### src/rtl/multicycle_alu.sv
// Registered ALU with a start/ready/done handshake. Single-cycle ops complete on the accept edge,
// while multiply (shift-add) and divide/remainder (restoring) take WIDTH iterations.
module multicycle_alu #(
  parameter int WIDTH     = 32,
  parameter int SHAMT_LSB = 6
) (
  input  logic             clk,
  input  logic             reset,
  input  logic             start,
  input  logic [3:0]       alu_control,
  input  logic [WIDTH-1:0] a,
  input  logic [WIDTH-1:0] b,
  output logic             ready,
  output logic             done,
  output logic [WIDTH-1:0] result,
  output logic [WIDTH-1:0] result_hi,
  output logic             zero
);

  localparam int SW = $clog2(WIDTH);

  localparam logic [1:0] IDLE = 2'b00;
  localparam logic [1:0] MUL  = 2'b01;
  localparam logic [1:0] DIV  = 2'b10;

  localparam logic [3:0] OP_AND  = 4'b0000;
  localparam logic [3:0] OP_OR   = 4'b0001;
  localparam logic [3:0] OP_ADD  = 4'b0010;
  localparam logic [3:0] OP_ADD3 = 4'b0011;
  localparam logic [3:0] OP_XOR  = 4'b0100;
  localparam logic [3:0] OP_MUL  = 4'b0101;
  localparam logic [3:0] OP_SUB  = 4'b0110;
  localparam logic [3:0] OP_SLTU = 4'b0111;
  localparam logic [3:0] OP_SLL  = 4'b1000;
  localparam logic [3:0] OP_SRL  = 4'b1001;
  localparam logic [3:0] OP_SRA  = 4'b1010;
  localparam logic [3:0] OP_DIVU = 4'b1011;
  localparam logic [3:0] OP_NOR  = 4'b1100;
  localparam logic [3:0] OP_SLT  = 4'b1101;
  localparam logic [3:0] OP_REMU = 4'b1110;
  localparam logic [3:0] OP_ADDF = 4'b1111;

  localparam logic [WIDTH-1:0] ZERO_W = {WIDTH{1'b0}};
  localparam logic [WIDTH-1:0] ONE_W  = {{(WIDTH-1){1'b0}}, 1'b1};
  localparam logic [SW-1:0]    CNT_LAST = SW'(WIDTH - 1);
  localparam logic [SW-1:0]    CNT_ONE  = {{(SW-1){1'b0}}, 1'b1};

  logic [1:0]       state_r;
  logic [SW-1:0]    cnt_r;
  logic             rem_sel_r;
  logic [WIDTH-1:0] opnd_r;   // multiplicand or divisor
  logic [WIDTH-1:0] hi_r;     // partial product high word or running remainder
  logic [WIDTH-1:0] lo_r;     // multiplier/product low word or dividend/quotient
  logic [WIDTH-1:0] result_r;
  logic [WIDTH-1:0] result_hi_r;
  logic             zero_r;
  logic             done_r;
  logic             ready_r;

  logic [SW-1:0]    sh_s;
  logic [WIDTH-1:0] alu_s;
  logic [WIDTH:0]   mul_sum_s;
  logic [WIDTH-1:0] mul_hi_next_s;
  logic [WIDTH-1:0] mul_lo_next_s;
  logic [WIDTH:0]   div_shift_s;
  logic [WIDTH-1:0] div_diff_s;
  logic             div_ge_s;
  logic [WIDTH-1:0] div_rem_next_s;
  logic [WIDTH-1:0] div_quo_next_s;

  assign sh_s = b[SHAMT_LSB +: SW];

  // Single-cycle operation result; iterative opcodes never use this value.
  always_comb begin
    alu_s = ZERO_W;
    case (alu_control)
      OP_AND:                   alu_s = a & b;
      OP_OR:                    alu_s = a | b;
      OP_ADD, OP_ADD3, OP_ADDF: alu_s = a + b;
      OP_XOR:                   alu_s = a ^ b;
      OP_SUB:                   alu_s = a - b;
      OP_NOR:                   alu_s = ~(a | b);
      OP_SLTU:                  alu_s = (a < b) ? ONE_W : ZERO_W;
      OP_SLT:                   alu_s = ($signed(a) < $signed(b)) ? ONE_W : ZERO_W;
      OP_SLL:                   alu_s = a << sh_s;
      OP_SRL:                   alu_s = a >> sh_s;
      OP_SRA:                   alu_s = $signed(a) >>> sh_s;
      default:                  alu_s = ZERO_W;
    endcase
  end

  // One shift-add step: conditionally add the multiplicand, then shift the pair right.
  always_comb begin
    if (lo_r[0]) begin
      mul_sum_s = {1'b0, hi_r} + {1'b0, opnd_r};
    end else begin
      mul_sum_s = {1'b0, hi_r};
    end
    mul_hi_next_s = mul_sum_s[WIDTH:1];
    mul_lo_next_s = {mul_sum_s[0], lo_r[WIDTH-1:1]};
  end

  // One restoring-division step; a zero divisor naturally yields all-ones quotient and remainder = a.
  always_comb begin
    div_shift_s = {hi_r, lo_r[WIDTH-1]};
    div_ge_s    = (div_shift_s >= {1'b0, opnd_r});
    div_diff_s  = div_shift_s[WIDTH-1:0] - opnd_r;
    if (div_ge_s) begin
      div_rem_next_s = div_diff_s;
      div_quo_next_s = {lo_r[WIDTH-2:0], 1'b1};
    end else begin
      div_rem_next_s = div_shift_s[WIDTH-1:0];
      div_quo_next_s = {lo_r[WIDTH-2:0], 1'b0};
    end
  end

  // Control FSM, iteration datapath and registered outputs.
  always_ff @(posedge clk) begin
    if (reset) begin
      state_r     <= IDLE;
      cnt_r       <= {SW{1'b0}};
      rem_sel_r   <= 1'b0;
      opnd_r      <= ZERO_W;
      hi_r        <= ZERO_W;
      lo_r        <= ZERO_W;
      result_r    <= ZERO_W;
      result_hi_r <= ZERO_W;
      zero_r      <= 1'b1;
      done_r      <= 1'b0;
      ready_r     <= 1'b1;
    end else begin
      done_r <= 1'b0;
      case (state_r)
        IDLE: begin
          if (start && ready_r) begin
            case (alu_control)
              OP_MUL: begin
                state_r <= MUL;
                ready_r <= 1'b0;
                cnt_r   <= {SW{1'b0}};
                opnd_r  <= a;
                hi_r    <= ZERO_W;
                lo_r    <= b;
              end
              OP_DIVU, OP_REMU: begin
                state_r   <= DIV;
                ready_r   <= 1'b0;
                cnt_r     <= {SW{1'b0}};
                rem_sel_r <= (alu_control == OP_REMU);
                opnd_r    <= b;
                hi_r      <= ZERO_W;
                lo_r      <= a;
              end
              default: begin
                result_r    <= alu_s;
                result_hi_r <= ZERO_W;
                zero_r      <= (alu_s == ZERO_W);
                done_r      <= 1'b1;
              end
            endcase
          end
        end
        MUL: begin
          hi_r  <= mul_hi_next_s;
          lo_r  <= mul_lo_next_s;
          cnt_r <= cnt_r + CNT_ONE;
          if (cnt_r == CNT_LAST) begin
            state_r     <= IDLE;
            ready_r     <= 1'b1;
            cnt_r       <= {SW{1'b0}};
            result_r    <= mul_lo_next_s;
            result_hi_r <= mul_hi_next_s;
            zero_r      <= (mul_lo_next_s == ZERO_W);
            done_r      <= 1'b1;
          end
        end
        DIV: begin
          hi_r  <= div_rem_next_s;
          lo_r  <= div_quo_next_s;
          cnt_r <= cnt_r + CNT_ONE;
          if (cnt_r == CNT_LAST) begin
            state_r     <= IDLE;
            ready_r     <= 1'b1;
            cnt_r       <= {SW{1'b0}};
            result_hi_r <= div_rem_next_s;
            done_r      <= 1'b1;
            if (rem_sel_r) begin
              result_r <= div_rem_next_s;
              zero_r   <= (div_rem_next_s == ZERO_W);
            end else begin
              result_r <= div_quo_next_s;
              zero_r   <= (div_quo_next_s == ZERO_W);
            end
          end
        end
        default: begin
          state_r <= IDLE;
          ready_r <= 1'b1;
          cnt_r   <= {SW{1'b0}};
        end
      endcase
    end
  end

  assign ready     = ready_r;
  assign done      = done_r;
  assign result    = result_r;
  assign result_hi = result_hi_r;
  assign zero      = zero_r;

endmodule

### config.mk
export PLATFORM = sky130hd
export DESIGN_NAME = multicycle_alu
export DESIGN_NICKNAME = d
export VERILOG_FILES = /design/src/rtl/multicycle_alu.sv
export SDC_FILE = /design/constraint.sdc
export NUM_CORES = 1
export LEC_CHECK = 0
export BUFFER_PORTS_ARGS = -buffer_cell sky130_fd_sc_hd__buf_2
export CAP_MARGIN = 20
export CORE_AREA = 5 5 224 269
export CTS_BUF_LIST = sky130_fd_sc_hd__clkbuf_4 sky130_fd_sc_hd__clkbuf_8
export DETAILED_ROUTE_END_ITERATION = 16
export DIE_AREA = 0 0 229 274
export PLACE_DENSITY = 0.62
export SYNTH_ARGS = -nofsm -noshare
export SYNTH_HDL_FRONTEND = slang
export SYNTH_SLANG_ARGS = --single-unit
### constraint.sdc
create_clock -name clk -period 9.65 [get_ports clk]
set_input_delay 1.4475 -clock clk [delete_from_list [all_inputs] [get_ports clk]]
set_output_delay 1.4475 -clock clk [all_outputs]
set_load 0.02 [all_outputs]
; After elaboration in Yosys (flattened, before gate mapping)
; Index checks and enable logic that the tools add are counted.
[op_classes]
reduce_logical = 21
eq_ne = 25
magnitude_cmp = 3
mux = 46
add_sub_neg = 5
n_bitwise = 4
shift = 3
[ops]
columns = op, count
row1 = $mux W32, 13
row2 = $pmux W32 S3, 4
row3 = $pmux W32 S11, 1
row4 = $logic_not A32 Y1, 4
row5 = $pmux W32 S2, 2
row6 = $lt A32 B32 Y1, 2
row7 = $sub A32 B32 Y32, 2
row8 = $add A32 B32 Y33, 1
row9 = $ge A33 B32 Y1, 1
row10 = $mux W33, 1
row11 = $add A32 B32 Y32, 1
row12 = $and A32 B32 Y32, 1
row13 = $eq A4 B4 Y1 const B, 8
row14 = $not A32 Y32, 1
row15 = $or A32 B32 Y32, 1
row16 = $shl A32 B5 Y32, 1
row17 = $shr A32 B5 Y32, 1
row18 = $sshr A32 B5 Y32, 1
row19 = $xor A32 B32 Y32, 1
row20 = $reduce_and A3 Y1, 6
row21 = $eq A4 B3 Y1 const B, 4
row22 = $mux W5, 3
row23 = $mux W1, 14
row24 = $ne A2 B2 Y1 const B, 5
row25 = 22 further kinds, 28
[word_totals]
reg_bits = 171
input_bits = 71
word_cells = 118
out_inout_bits = 67

; Longest topological paths before layout
[logic_depth]
depth_word = 7
ltp_mapped = 19
mapped_depth_nobuf = 17

; Worst setup path after synthesis
; OpenSTA, ideal clock, no wires.
[synth_path]
path_kind = input to register
startpoint = in b[6]
endpoint = reg result_r[23] (netlist: result[23])
path_buffers = 3
arrival_ns = 5.023
path_stages = 16
path_slack_ns = 4.495
required_time_ns = 9.518
setup_time_ns = 0.132
cell_sequence = buf_4 > inv_1 > clkbuf_1 > clkbuf_1 > ha_1 > clkinv_1 > a21oi_1 > o21ai_0 > or4_1 > a21o_1 > a2111oi_0 > nor4_1 > a311o_1 > o21ai_0 > a31o_2 > a21oi_1
[synth_between]
elab_chain_cells = 5
elab_cells_between_ends = 9
classes_between = add/sub (2) / shift (3) / mux (4)
[synth_rtl]
columns = item, line
row1 = start: declaration, 12  ; input logic [WIDTH-1:0] b,
row2 = $sub A32 B32 Y32 (tied with other cells), 81  ; OP_SUB: alu_s = a - b;
row3 = $pmux W32 S11 *, 76  ; case (alu_control)
row4 = $mux W32 *, 136  ; case (alu_control)
row5 = $mux W32 *, 135  ; if (start && ready_r) begin
row6 = $pmux W32 S3 *, 133  ; case (state_r)
row7 = end signal: assignment, 155  ; result_r <= alu_s;
row8 = end signal: assignment, 171  ; result_r <= mul_lo_next_s;
row9 = end signal: assignment, 188  ; result_r <= div_rem_next_s;
row10 = end: declaration, 54  ; logic [WIDTH-1:0] result_r;
; Mark *: on every way between the ends. The rest lies on a longest branch, timed or not. The select of a mux whose other input is x is not followed.
; A chain may end at the register's enable or synchronous reset.

; Worst setup path in the final report
[layout_path]
startpoint = in b[7]
endpoint = reg zero_r (netlist: zero)
[layout_between]
elab_chain_cells = 7
elab_cells_between_ends = 18
classes_between = add/sub (2) / order compare (2) / shift (3) / mux (6) / bitwise (4) / reduce/logical (1)
[layout_rtl]
columns = item, line
row1 = $lt A32 B32 Y1 (tied with other cells), 84  ; OP_SLT: alu_s = ($signed(a) < $signed(b)) ? ONE_W : ZERO_W;
row2 = $mux W1 (tied with other cells), 84
row3 = $pmux W32 S11 *, 76
row4 = $logic_not A32 Y1 *, 157  ; zero_r <= (alu_s == ZERO_W);
row5 = $mux W1 *, 136
row6 = $mux W1 *, 135
row7 = $pmux W1 S3 *, 133
row8 = end signal: assignment, 157
row9 = end signal: assignment, 173  ; zero_r <= (mul_lo_next_s == ZERO_W);
row10 = end signal: assignment, 189  ; zero_r <= (div_rem_next_s == ZERO_W);
row11 = end: declaration, 56  ; logic zero_r;
; Marked as above.

==> Flow_metrics.wiki <==
{| class="wikitable"
! Metric !! Value
|-
| Result of the run || completed
|-
| Comb power frac || 51.8%
|-
| Number of enable flip-flop cells after synthesis || 0
|-
| Syn Std Cell Area || 22690 um^2
|-
| CP Data Arrival Time || 6.61 ns
|-
| Iter 0 DRT Violations || 3128
|-
| Setup clock skew after layout || 0.02256 ns
|-
| Cell repeated most along the worst path || sky130_fd_sc_hd__a21oi_1
|-
| Pwr Total || 2.741 mW
|-
| Fraction of final layout cells sized beyond drive strength 1 || 11.65%
|-
| Pin count of the biggest net entering global routing || 110
|-
| Tightest Pin Transition || 1.175 ns
|-
| Power dissipated by switching net loads || 1.316 mW
|-
| Horiz. Die Dim || 229 um
|-
| Hpwl dp || 86140 um
|-
| Antenna violations before repair || 2
|-
| Post-route DRC || 0
|-
| Drt via density || 6.681
|-
| Critical path class || in2reg
|-
| Cells after Synth || 3148
|-
| Fmax || 161.9 MHz
|-
| Hold violation count in the final report || 0
|-
| Sequential cell area fraction in the yosys report || 15.09%
|-
| Reg-to-reg setup timing slack || 4.52 ns
|-
| Wire length of the first global-routing pass || 164300 um
|-
| IO buf count || 137
|-
| Final Critical Period || 6.178 ns
|-
| Cell at the root of the clock tree || sky130_fd_sc_hd__clkbuf_8
|-
| All-Layer GR Usage || 34.42%
|-
| Clock Pin Slew Worst Setup and Hold Paths || 0.10 ns
|-
| Number of distinct library cell variants in the gate-level netlist after synthesis || 94
|-
| I/O pin cnt || 138
|-
| Reported max-cap violation count || 0
|-
| Worst-path cell with the longest stage delay || sky130_fd_sc_hd__buf_4
|-
| Number of setup buffers added after CTS || 0
|-
| TritonCTS buffer count || 17
|-
| Weighted congestion reported at the end of routability-driven placement || 1.083
|-
| Data required time at the worst endpoint || 10.09 ns
|-
| Syn Area/Cell || 7.209 um^2
|-
| Number of nets with antenna violations after routing || 0
|-
| Part of the power in registers || 28.7%
|-
| Nets in the synthesized netlist || 3393
|-
| Aggregate global routing overflow || 0
|-
| Wire per inst || 29.39 um
|-
| Deepest clock path buffer count || 2
|-
| Worst IR drop on VDD || 0.08699 mV
|-
| Slowest Stage Delay on Critical Path || 0.61 ns
|-
| Initial Util || 39.77%
|-
| Via count of the first global-routing pass || 24330
|-
| Switching portion of total power || 48.01%
|-
| CTS tree || yes
|-
| Kind of start point of the critical path || primary input
|-
| Standard-cell rows || 96
|-
| P&R area growth vs syn || 6.004%
|-
| Cts hold-fix bufs || 0
|-
| Number of H-tree levels || 4
|-
| Cell breakdown of the critical path || buf_4 > inv_2 > ha_1 > inv_1 > a21oi_1 > a31oi_1 > a21oi_1 > nor3_1 > nor3_1 > a221o_1 > a221oi_1 > nand4_1 > nor4_2 > and4_1 > nand4_1 > a21oi_1
|-
| Async SR Flop Fraction || 0%
|-
| Number of synthesized register bits || 171
|-
| Clock latency reported for the late side of the worst-skew pair || 0.50 ns
|-
| Number of sinks driven by the clock tree || 171
|-
| Vias after detailed routing || 25640
|-
| Pwr dens || 113.9 nW/um^2
|-
| Max-slew headroom || 20.86%
|-
| Final count of negative-setup-slack endpoints || 0
|-
| HP Class || reg2reg
|-
| Crit. End Element || register
|-
| Most common cell after layout, fill and taps aside || sky130_fd_sc_hd__nor2_1
|-
| Worst-path fanout max || 57
|-
| Final period utilization || 64.02%
|-
| Post-Route WL || 112800 um
|-
| Total of fill cells in the finished design || 5991
|-
| Die outline area || 62750 um^2
|-
| Prevailing post-synth register cell || sky130_fd_sc_hd__dfxtp_1
|-
| Setup repair after global routing missed its margin || false
|-
| Power Internal || 1.425 mW
|-
| Summed negative setup slack over all endpoints || 0 ns
|-
| Detailed-router iteration count before antenna repair || 6
|-
| Clock Power Share || 19.5%
|-
| Most frequent cells in the layout || 376 x sky130_fd_sc_hd__nor2_1, 328 x sky130_fd_sc_hd__a21oi_1, 286 x sky130_fd_sc_hd__nand2_1, 169 x sky130_fd_sc_hd__dfxtp_1, 167 x sky130_fd_sc_hd__ha_1
|-
| Vertical die dimension || 274 um
|-
| Core Util, Final || 42.16%
|-
| Yosys Warn Count || 0
|-
| Final Net Count || 3332
|-
| Final count of pins violating max slew || 0
|-
| Leakage || 9.284 nW
|-
| Core Footprint || 57050 um^2
|-
| Post-CTS sizing || 0
|}
==> worst paths after layout <==
kind | startpoint | to | cells after the start
setup / recovery | b[7] | zero | 16
hold / removal | result_hi[23] | result_hi[23] | 2
setup reg to reg | lo_r[31] | hi_r[4] | 15
hold reg to reg | result_hi[23] | result_hi[23] | 2
==> stage by stage <==
stage                     setup slack [ns]  cells  area (um^2)  hold WS, ns
after floorplan                      4.495   3148        22690       0.4362
after global placement               3.271   3801        23620       0.4414
after detailed placement             3.222   3802        23630       0.4446
after CTS                            3.761   3834        24040       0.4602
after global routing                 3.406   3836        24050       0.4758
final                                3.472   3838        24060       0.4563
==> state kept, by name, indices dropped and copies added (netlist names) <==
name       cells
cnt_r          5
done           1
hi_r          32
lo_r          32
opnd_r        32
ready          1
rem_sel_r      1
result        32
result_hi     32
state_r        2
zero           1
==> cells in the mapped netlist (all sizes together) (24+ instances only) <==
cell | number | share of area [%]
nor2 | 378 | 6.3
a21oi | 329 | 7.3
nand2 | 286 | 4.7
clkbuf | 179 | 3.0
dfxtp | 171 | 15
ha | 170 | 9.4
inv | 159 | 2.6
o21ai | 157 | 3.5
mux2i | 156 | 6.9
a211oi | 107 | 3.5
buf | 90 | 2.2
nor3 | 77 | 1.7
nand3 | 61 | 1.3
a221oi | 51 | 2.1
mux4 | 49 | 4.9
o211ai | 46 | 1.5
xnor2 | 46 | 1.8
mux2 | 44 | 2.2
o22ai | 41 | 1.1
a21o | 34 | 1.1
nor4 | 31 | 0.91
a31oi | 28 | 0.77
o21a | 28 | 0.93
o221ai | 27 | 1.0
nand2b | 25 | 0.69
nand4 | 24 | 0.66
or3 | 24 | 0.66
==> power by group through the flow <==
stage | logic (mW) | registers (mW) | clock network (mW)
after floorplan | 0.897 | 0.806 | 0
after global placement | 1.37 | 0.802 | 0
after detailed placement | 1.36 | 0.802 | 0
after CTS | 1.37 | 0.785 | 0.547
after global routing | 1.50 | 0.791 | 0.567
final | 1.42 | 0.786 | 0.534
==> worst max-delay path: cells and delay by family <==
kind	cells	cell delay, ns
buf+inv	3	1.18
fa+ha+maj	1	0.52
compound gates	6	1.99
simple gates	6	1.41
==> layout make-up <==
class                           instances  area, um^2  area share, %
Inverter                              162       608.1          2.528
Antenna cell                            3       7.507        0.03121
Tap cell                              735       919.6          3.823
Multi-Input combinational cell       2546       17600          73.15
Timing Repair Buffer                  189        1087          4.520
Clock inverter                         15       177.7         0.7386
Clock buffer                           17       234.0         0.9726
Sequential cell                       171        3426          14.24
==> logic make-up after synthesis <==
kind of cell,count (synthesis),share of synthesized area (%)
AND/OR/NAND/NOR,1015,20.50
multiplexers,249,13.93
flip-flops,171,15.09
AO/OA/AOI/OAI,1046,30.52
XOR/XNOR,62,2.393
buffers and inverters,431,7.846
adder cells (fa/ha/maj),174,9.726
==> layer usage <==
metal	track usage, %	vias up	wire length, um
met5	0	-	0
met4	25.93	0	10670
met3	5.686	399	10140
met2	55.91	1599	50850
met1	40.83	12120	41130
li1	-	11520	-
Power figures use the tool's default switching activity.
